[config.mk]
export PLATFORM = sky130hd
export DESIGN_NAME = reg_file_sb
export DESIGN_NICKNAME = d
export VERILOG_FILES = /design/src/rtl/reg_file_sb_pkg.sv /design/src/rtl/reg_file_sb_popcount.sv /design/src/rtl/reg_file_sb.sv
export SDC_FILE = /design/constraint.sdc
export NUM_CORES = 2
export LEC_CHECK = 0
export BUFFER_PORTS_ARGS = -buffer_cell sky130_fd_sc_hd__buf_2
export CORE_MARGIN = 3
export CORE_UTILIZATION = 45
export CTS_CLUSTER_DIAMETER = 30
export CTS_CLUSTER_SIZE = 40
export DETAILED_ROUTE_END_ITERATION = 8
export GPL_TIMING_DRIVEN = 0
export MAX_ROUTING_LAYER = met4
export SLEW_MARGIN = 20
export SYNTH_ARGS = -nofsm -noshare
export SYNTH_HDL_FRONTEND = slang
export SYNTH_SLANG_ARGS = --single-unit
[constraint.sdc]
create_clock -name elk -period 10.85 [get_ports elk]
set_input_delay 1.085 -clock elk [delete_from_list [all_inputs] [get_ports elk]]
set_output_delay 1.085 -clock elk [all_outputs]
set_load 0.02 [all_outputs]
[src/rtl/reg_file_sb_pkg.sv]
// Shared definitions for the scoreboarded register file and the decode/hazard logic around it.
// Latency: none (constants and a pure helper function).
// Backpressure: none.
package reg_file_sb_pkg;

  localparam int DATA_W_DEF = 32;
  localparam int ADDR_W_DEF = 5;

  // Index of the hardwired zero register.
  localparam int unsigned ZERO_IDX = 0;

  // An address is usable unless it names the hardwired zero register.
  function automatic logic addr_legal(input logic [31:0] addr, input logic zero_reg);
    return !(zero_reg && (addr == ZERO_IDX));
  endfunction

endpackage

[src/rtl/reg_file_sb_popcount.sv]
// sb_popcount: population count of an N-bit vector.
// Latency: combinational; the caller registers the result.
// Backpressure: none. Ports: vec (input vector), cnt (number of set bits).
module sb_popcount #(
  parameter int N = 32,
  parameter int W = 6
) (
  input  logic [N-1:0] vec,
  output logic [W-1:0] cnt
);

  always_comb begin
    cnt = '0;
    for (int i = 0; i < N; i++) begin
      cnt = cnt + W'(vec[i]);
    end
  end

endmodule

[src/rtl/reg_file_sb.sv]
// reg_file_sb: 2R/1W register file with write-to-read bypass, optional zero register and busy scoreboard.
// Latency: 1 cycle on both read ports, busy flags and busy_cnt; a same-cycle write is bypassed.
// Backpressure: none; every operation completes at the edge. Ports: elk/nrst, rd_addrA/B -> rd_dataA/B,
//   rd_busyA/B, wr_en/wr_addr/wr_data (write + release), rsv_en/rsv_addr (reserve), busy_cnt.
module reg_file_sb
  import reg_file_sb_pkg::*;
#(
  parameter int DATA_W   = DATA_W_DEF,
  parameter int ADDR_W   = ADDR_W_DEF,
  parameter bit ZERO_REG = 1'b1
) (
  input  logic              elk,
  input  logic              nrst,
  input  logic [ADDR_W-1:0] rd_addrA,
  input  logic [ADDR_W-1:0] rd_addrB,
  output logic [DATA_W-1:0] rd_dataA,
  output logic [DATA_W-1:0] rd_dataB,
  output logic              rd_busyA,
  output logic              rd_busyB,
  input  logic              wr_en,
  input  logic [ADDR_W-1:0] wr_addr,
  input  logic [DATA_W-1:0] wr_data,
  input  logic              rsv_en,
  input  logic [ADDR_W-1:0] rsv_addr,
  output logic [ADDR_W:0]   busy_cnt
);

  localparam int DEPTH = 1 << ADDR_W;

  logic [DATA_W-1:0] mem [DEPTH];
  logic [DEPTH-1:0]  busy;
  logic [DEPTH-1:0]  busy_next;
  logic [ADDR_W:0]   cnt_next;
  logic              wr_ok;
  logic              rsv_ok;

  assign wr_ok  = wr_en  && addr_legal(32'(wr_addr),  ZERO_REG);
  assign rsv_ok = rsv_en && addr_legal(32'(rsv_addr), ZERO_REG);

  // Reservation is applied after the release so that a producer reusing
  // its destination in the same cycle keeps the register busy.
  always_comb begin
    busy_next = busy;
    if (wr_ok) begin
      busy_next[wr_addr] = 1'b0;
    end
    if (rsv_ok) begin
      busy_next[rsv_addr] = 1'b1;
    end
  end

  always_ff @(posedge elk) begin
    if (!nrst) begin
      busy     <= '0;
      busy_cnt <= '0;
      for (int i = 0; i < DEPTH; i++) begin
        mem[i] <= '0;
      end
    end else begin
      busy     <= busy_next;
      busy_cnt <= cnt_next;
      if (wr_ok) begin
        mem[wr_addr] <= wr_data;
      end
    end
  end

  sb_popcount #(
    .N (DEPTH),
    .W (ADDR_W + 1)
  ) u_popcount (
    .vec (busy_next),
    .cnt (cnt_next)
  );

  logic [ADDR_W-1:0] port_addr [2];
  assign port_addr[0] = rd_addrA;
  assign port_addr[1] = rd_addrB;

  for (genvar p = 0; p < 2; p++) begin : g_port
    logic [DATA_W-1:0] data_q;
    logic              busy_q;
    logic              hit;
    logic              is_zero;

    assign is_zero = !addr_legal(32'(port_addr[p]), ZERO_REG);
    assign hit     = wr_ok && (wr_addr == port_addr[p]);

    // Busy is taken from busy_next so issue logic sees this cycle's
    // reservation/release without a one-cycle blind spot.
    always_ff @(posedge elk) begin
      if (!nrst || is_zero) begin
        data_q <= '0;
        busy_q <= 1'b0;
      end else begin
        data_q <= hit ? wr_data : mem[port_addr[p]];
        busy_q <= busy_next[port_addr[p]];
      end
    end
  end

  assign rd_dataA = g_port[0].data_q;
  assign rd_dataB = g_port[1].data_q;
  assign rd_busyA = g_port[0].busy_q;
  assign rd_busyB = g_port[1].busy_q;

endmodule

Word level (Yosys, flattened, before mapping)
Memory sizes are Yosys's and may differ from the RTL's. A register that Yosys moved wholly into a read port is not among the register bits.
Index checks and enable logic that the tools add are counted.
Cells by class
  $add $sub $neg: 31
  $mul: 0
  divide/modulo/power cells: 0
  magnitude comparators: 6
  equality and inequality tests: 0
  shift-type cells: 0
  mux-type cells: 17
  bitwise operators: 3
  reduce and logical (&&, ||, !) cells: 14
Operators by type and width (count)
  adder 6 x 1 -> 6 bit: 30
  two-way mux 32 bit: 3
  AND 32 bit: 1
  NOT 32 bit: 1
  OR 32 bit: 1
  OR reduction 32 bit: 1
  < comparator 5 x 6 -> 1 bit (second input constant): 4
  logical NOT 5 bit: 4
  binary-select mux 1 bit (select 5 bit): 2
  demux 1 bit (select 5 bit): 2
  greater-or-equal comparator 5 x 1 -> 1 bit (second input constant): 2
  two-way mux 1 bit: 9
  two-way mux 5 bit: 1
  logical AND 1 bit: 4
  logical NOT 1 bit: 3
  adder 1 x 1 -> 2 bit: 1
  logical OR 1 bit: 2
Storage, ports and cells
  flip-flop bits (word level): 40
  latch bits: 0
  RAM bits: 1024
  ROM bits: 0
  input bits: 56
  output and inout port bits: 72
  word-level logic and storage cells: 76
  memories kept: 1
Memories
  mem: words 32, width 32, read ports 2, clocked after Yosys merged registers in 2, write ports 32, RTL line reg_file_sb.sv:30  | logic [DATA_W-1:0] mem [DEPTH];

Depth between registers and ports, before layout
  depth after elaboration: 40
  depth in mapped cells: 23
  mapped depth without buffers: 21

Hierarchy
A second synthesis with hierarchy kept.
Second synthesis, totals
  cells, all modules: 4316
  area total of the unflattened synthesis: 59754.8 um^2
Modules (own cells, without submodules)
  reg_file_sb: instances 1, cells each 4227, area an instance 58931.5 um^2, seq. area each 32831.5 um^2
  sb_popcount: instances 1, cells each 89, area an instance 823.3 um^2, seq. area each 0.0 um^2

Worst setup path after synthesis
OpenSTA, ideal clock, no wires.
  path kind: input-to-reg
  start: in wr_addr[2]
  end: reg busy_cnt[4]
  library setup time: 0.177 ns
  arrival: 6.907 ns
  required time: 10.673 ns
  setup slack: 3.766 ns
  cell stages on the path: 19
  path buffers: 1
  path through: buf_2 > or4b_1 > o21ai_0 > nand2_1 > ha_1 > inv_1 > fa_1 > fa_1 > inv_1 > fa_1 > fa_1 > fa_1 > fa_1 > fa_1 > fa_1 > a21o_1 > a21oi_1 > xor2_1 > nor2_1
Between the ends
  longest elaborated chain between the ends: 40
  elaborated cells between the ends (all ways): 44
  those cells by class: add/sub: 31; order compare: 2; mux: 4; bitwise: 3; reduce/logical: 4
Ends and longest elaborated chain
  start: declaration: RTL line reg_file_sb.sv:21  | input logic [ADDR_W-1:0] wr_addr,
  < comparator 5 x 6 -> 1 bit (not written as such) or greater-or-equal comparator 5 x 1 -> 1 bit (tied branches): RTL line reg_file_sb.sv:45  | busy_next[wr_addr] = 1'b0;
  logical AND 1 bit (not written as such): RTL line reg_file_sb.sv:45
  two-way mux 1 bit (not written as such): RTL line reg_file_sb.sv:45
  demux 1 bit (select 5 bit): RTL line reg_file_sb.sv:45
  NOT 32 bit (no line)
  AND 32 bit (no line)
  two-way mux 32 bit (*): RTL line reg_file_sb.sv:44  | if (wr_ok) begin
  OR 32 bit (no line)
  two-way mux 32 bit (*): RTL line reg_file_sb.sv:47  | if (rsv_ok) begin
  net busy_next[1]: RTL line reg_file_sb.sv:32  | logic [DEPTH-1:0] busy_next;
  adder 1 x 1 -> 2 bit (*): RTL line reg_file_sb_popcount.sv:15  | cnt = cnt + W'(vec[i]);
  adder 6 x 1 -> 6 bit (*) (30 in series): RTL line reg_file_sb_popcount.sv:15
  end signal: assignment: RTL line reg_file_sb.sv:61  | busy_cnt <= cnt_next;
  end: declaration: RTL line reg_file_sb.sv:25  | output logic [ADDR_W:0] busy_cnt
Mark *: on every way through the listed nets, which the timed path passes. The rest lies on a longest branch.
A chain may end at the register's enable or synchronous reset.

Worst setup path in the final report
  start: in wr_addr[3]
  end: reg busy_cnt[4]
Between the ends
  longest elaborated chain between the ends: 40
  elaborated cells between the ends (all ways): 44
  those cells by class: add/sub: 31; order compare: 2; mux: 4; bitwise: 3; reduce/logical: 4
Ends and longest elaborated chain (RTL line)
  < comparator 5 x 6 -> 1 bit (not written as such) or greater-or-equal comparator 5 x 1 -> 1 bit (tied branches): reg_file_sb.sv:45
  logical AND 1 bit (not written as such): reg_file_sb.sv:45
  two-way mux 1 bit (not written as such): reg_file_sb.sv:45
  demux 1 bit (select 5 bit): reg_file_sb.sv:45
  NOT 32 bit (no line)
  AND 32 bit (no line)
  two-way mux 32 bit (*): reg_file_sb.sv:44
  OR 32 bit (no line)
  two-way mux 32 bit (*): reg_file_sb.sv:47
  adder 1 x 1 -> 2 bit: reg_file_sb_popcount.sv:15
  adder 6 x 1 -> 6 bit (29 in series): reg_file_sb_popcount.sv:15
  adder 6 x 1 -> 6 bit (*): reg_file_sb_popcount.sv:15
Mark *: on every way between the ends. The rest lies on a longest branch, timed or not.

==> impl_summary.log <==
[metrics] All-Layer GR Usage: roughly 45%
[metrics] cell-by-cell trace of the critical path: buf_2 -> buf_2 -> nand3b_1 -> o21ai_0 -> nand2_1 -> inv_1 -> fa_1 -> fa_1 -> fa_1 -> inv_1 -> fa_1 -> fa_1 -> fa_1 -> fa_1 -> fa_1 -> a21o_1 -> a21oi_1 -> xor2_1 -> nor2_1
[metrics] final routed wirelength across all metal layers: 298000 um
[metrics] area grow syn2layout: 24.7%
[metrics] number of I/O port buffers: 121
[metrics] Cell Count, Final, Fillers Out: between 6000 and 7000
[metrics] Max Clock Freq: 142 MHz
[metrics] post-CTS sizing: 0
[metrics] unrepaired setup endpoints after global routing: no
[metrics] Critical Path Slowest Stage Cell: nand3b_1
[metrics] largest net degree at the start of global routing: 33
[metrics] fill cell instance count of the final layout: roughly 10000
[metrics] skew final: 0.0712 ns
[metrics] critical path class: in -> reg
[metrics] post-layout minimum cycle time: 7.07 ns
[metrics] slack of the worst reg-to-reg path: slightly above 5 ns
[metrics] htree depth: 5
[metrics] Std-Cell Rows: 132
[metrics] total number of vias: 50600
[metrics] clock-pin slew on the worst setup and hold paths: 0.05 ns
[metrics] number of hold-slack violations in the final timing report: 0
[metrics] violated checks: design-rule violations
[metrics] wire length on met1: 97300 um
[metrics] placeable core area: roughly 130000 um2
[metrics] Die X: approximately 370 um
[metrics] area fraction of the dominant cell type after synthesis: 52.2%
[metrics] floorplan die area: 135000 um2
[metrics] ratio of total power to cell area: 212 nW/um2
[metrics] Tightest Pin Transition: 1.47 ns
[metrics] global-route congestion overflow total: 0
[metrics] number of top-level pins: 128
[metrics] Final Worst Setup Slack: 3.78 ns
[metrics] async set-reset flop share out of synthesis: 0%
[metrics] setup_tns: 0 ns
[metrics] initial cell density of the core: 45.4%
[metrics] routed wire length on met2: 120000 um
[metrics] Crit path buffers/inverters: 4
[metrics] share of the core filled with cells in the final layout: 56.6%
[metrics] Synth top cells by count: edfxtp_1, nor3_1, mux4_2, clkbuf_1, mux2i_1
[metrics] warnings from Yosys: 0
[metrics] vias in the first global route: around 48000
[metrics] max-cap violations: 0
[metrics] slew margin rel.: 1.89%
[metrics] Syn Inst Count: approximately 4300
[metrics] Nets: 4879
[metrics] status: finished, violations left
[metrics] Post CTS Setup Buffer Count: 0
[metrics] number of synthesized register bits: around 1100
[metrics] later-pin clock latency in the skew report: 0.93 ns
[metrics] Wirelength per Cell: 44.1 um
[metrics] buffer depth of the longest clock path: 4
[metrics] library cell with the largest summed area after synthesis: edfxtp_1
[metrics] Placed Cells: 6237
[metrics] CTS tree: done
[metrics] Highest Signal Layer: met4
[metrics] highest net fanout along the worst path: 10
[metrics] share of cells above drive strength 1: a little over a quarter
[metrics] initial drt markers: 10400
[metrics] arrival time reported for the critical path endpoint: 7.81 ns
[metrics] Netlist cell types: 73
[metrics] cell with the most instances after synthesis: edfxtp_1
[metrics] cell seen most often among critical-path stages: fa_1
[metrics] largest voltage drop on the vdd net: between 0.2 and 0.25 mV
[metrics] CP endpoint kind: flop
[metrics] GPL Wtd Cong: 1.03
[metrics] Final Cycle Share: between 60% and 70%
[metrics] Die Ht: around 370 um
[metrics] remaining design rule violation count: 8
[metrics] top cells by area, synth: edfxtp_1, mux4_2, nor3_1
[metrics] # hold bufs at CTS: 0
[metrics] first-pass GRT wire length: 396000 um
[metrics] detail-routed via count per cell: 7.49
[metrics] proportion of synthesized chip area in sequential cells: between 50% and 60%
[metrics] max incr delay on CP: 0.86 ns
[metrics] Slew Limit Fails: 0
[metrics] Worst EP required: between 10 and 15 ns
[metrics] mapped cell area: 58900 um2
[metrics] setup-violating endpoint count in the final report: 0
[metrics] total clock sinks: approximately 1100
[metrics] cell at the root of the clock tree: clkbuf_16
[metrics] number of detailed-route iterations in the first pass: 9
[metrics] post-synthesis average cell area: 13.7 um2
[metrics] dpl ws: 3.16 ns
[metrics] Inserted Clock Buffers: 293
[metrics] Top FF cell, synth: edfxtp_1
[metrics] antenna violations before repair: 14
[metrics] leakage component of the power: 0.0250 uW
[metrics] remaining number of nets flagged by the antenna check after routing: 0
[metrics] placed wire-length estimate after detailed placement: slightly above 200000 um
[metrics] number of enable flip-flop cells after synthesis: 1024
[metrics] CP startpoint kind: primary input
[metrics] cell family contributing the most delay on the critical path: adder cells
[metrics] Worst Hold Class: in -> reg
[metrics] detailed route wirelength on metal3: 53300 um
kinds of logic (layout without fill, tap and decap cells):
kind of cell,Yosys count,after routing,share of synthesized area [%]
AOI/OAI and AO/OA,466,466,5.58
xor gates and xnor gates,12,12,0.179
adders and majority gates,32,32,0.986
buffers and inverters,625,1311,4.37
DFF,1128,1128,55.8
muxes,740,740,22.2
other,1,54,0.00637
and+or+nand+nor,1279,1279,10.9
worst min-delay path, delay by kind of cell:
family,cells,cell delay [ns]
and+or+nand+nor,1,0.10
AOI/OAI and AO/OA,1,0.06
buffers and inverters,1,0.11
registers in the layout (all words and copies together) (netlist names):
name      count
mem        1024
rd_dataA     32
rd_busyB      1
rd_busyA      1
busy_cnt      6
busy         32
rd_dataB     32
per-layer routing:
layer,vias to the layer above,GRT usage [%]
met5,-,-
met1,25100,52.6
met4,0,31.2
met3,1539,21.5
li1,18300,-
met2,5662,59.5
area by class of cell:
| type | count | area, um2 | share of cell area (%) |
|---|---|---|---|
| sequential | 1128 | 32800 | 44.7 |
| multi-input combinational | 2561 | 23900 | 32.6 |
| clock buffer | 360 | 7910 | 10.8 |
| buffer | 552 | 2380 | 3.25 |
| tap | 1742 | 2180 | 2.97 |
| timing repair buffer | 182 | 2090 | 2.84 |
| clock inverter | 144 | 1780 | 2.42 |
| inverter | 73 | 274 | 0.373 |
| antenna | 22 | 55.1 | 0.0750 |
stage by stage:
step	total power, uW	hold WS (ns)	instance area [um2]
after detailed placement	6840	0.489	63600
after floorplan	6060	0.458	59000
final	15600	0.473	73400
after global routing	15800	0.482	73400
after global placement	6770	0.482	61800
after CTS	15400	0.451	73300
power breakdown:
part           switching [uW]  leakage [uW]  internal, uW
combinational            1180       0.00967           580
clock                    2680       0.00468          6030
sequential                123        0.0106          5010
total                    3980        0.0250         11600
final timing paths:
check / startpoint / end / cells past startpoint
worst max register to register: busy[1]$_SDFF_PN0_ / busy_cnt[4]$_SDFF_PN0_ / 17
worst max-delay path: wr_addr[3] / busy_cnt[4]$_SDFF_PN0_ / 19
worst min-delay path: wr_data[26] / rd_dataA[26]$_SDFF_PP0_ / 3
worst min register to register: busy[27]$_SDFF_PN0_ / busy[27]$_SDFF_PN0_ / 2
layout by cell type, fill, tap and decap left out, types with 36 or more instances in the layout:
cell	count
mux4_2	452
a22oi_1	72
edfxtp_1	1024
dfxtp_1	104
buf_2	285
a211oi_1	37
nor2_1	70
buf_16	42
clkbuf_2	53
a221oi_1	128
clkinv_1	36
clkbuf_16	303
mux2i_1	288
bufinv_16	39
nand2_1	70
nor3_1	996
clkbuf_1	359
o21ai_0	109
inv_1	72
nand3_1	43
Power figures use the tool's default switching activity.
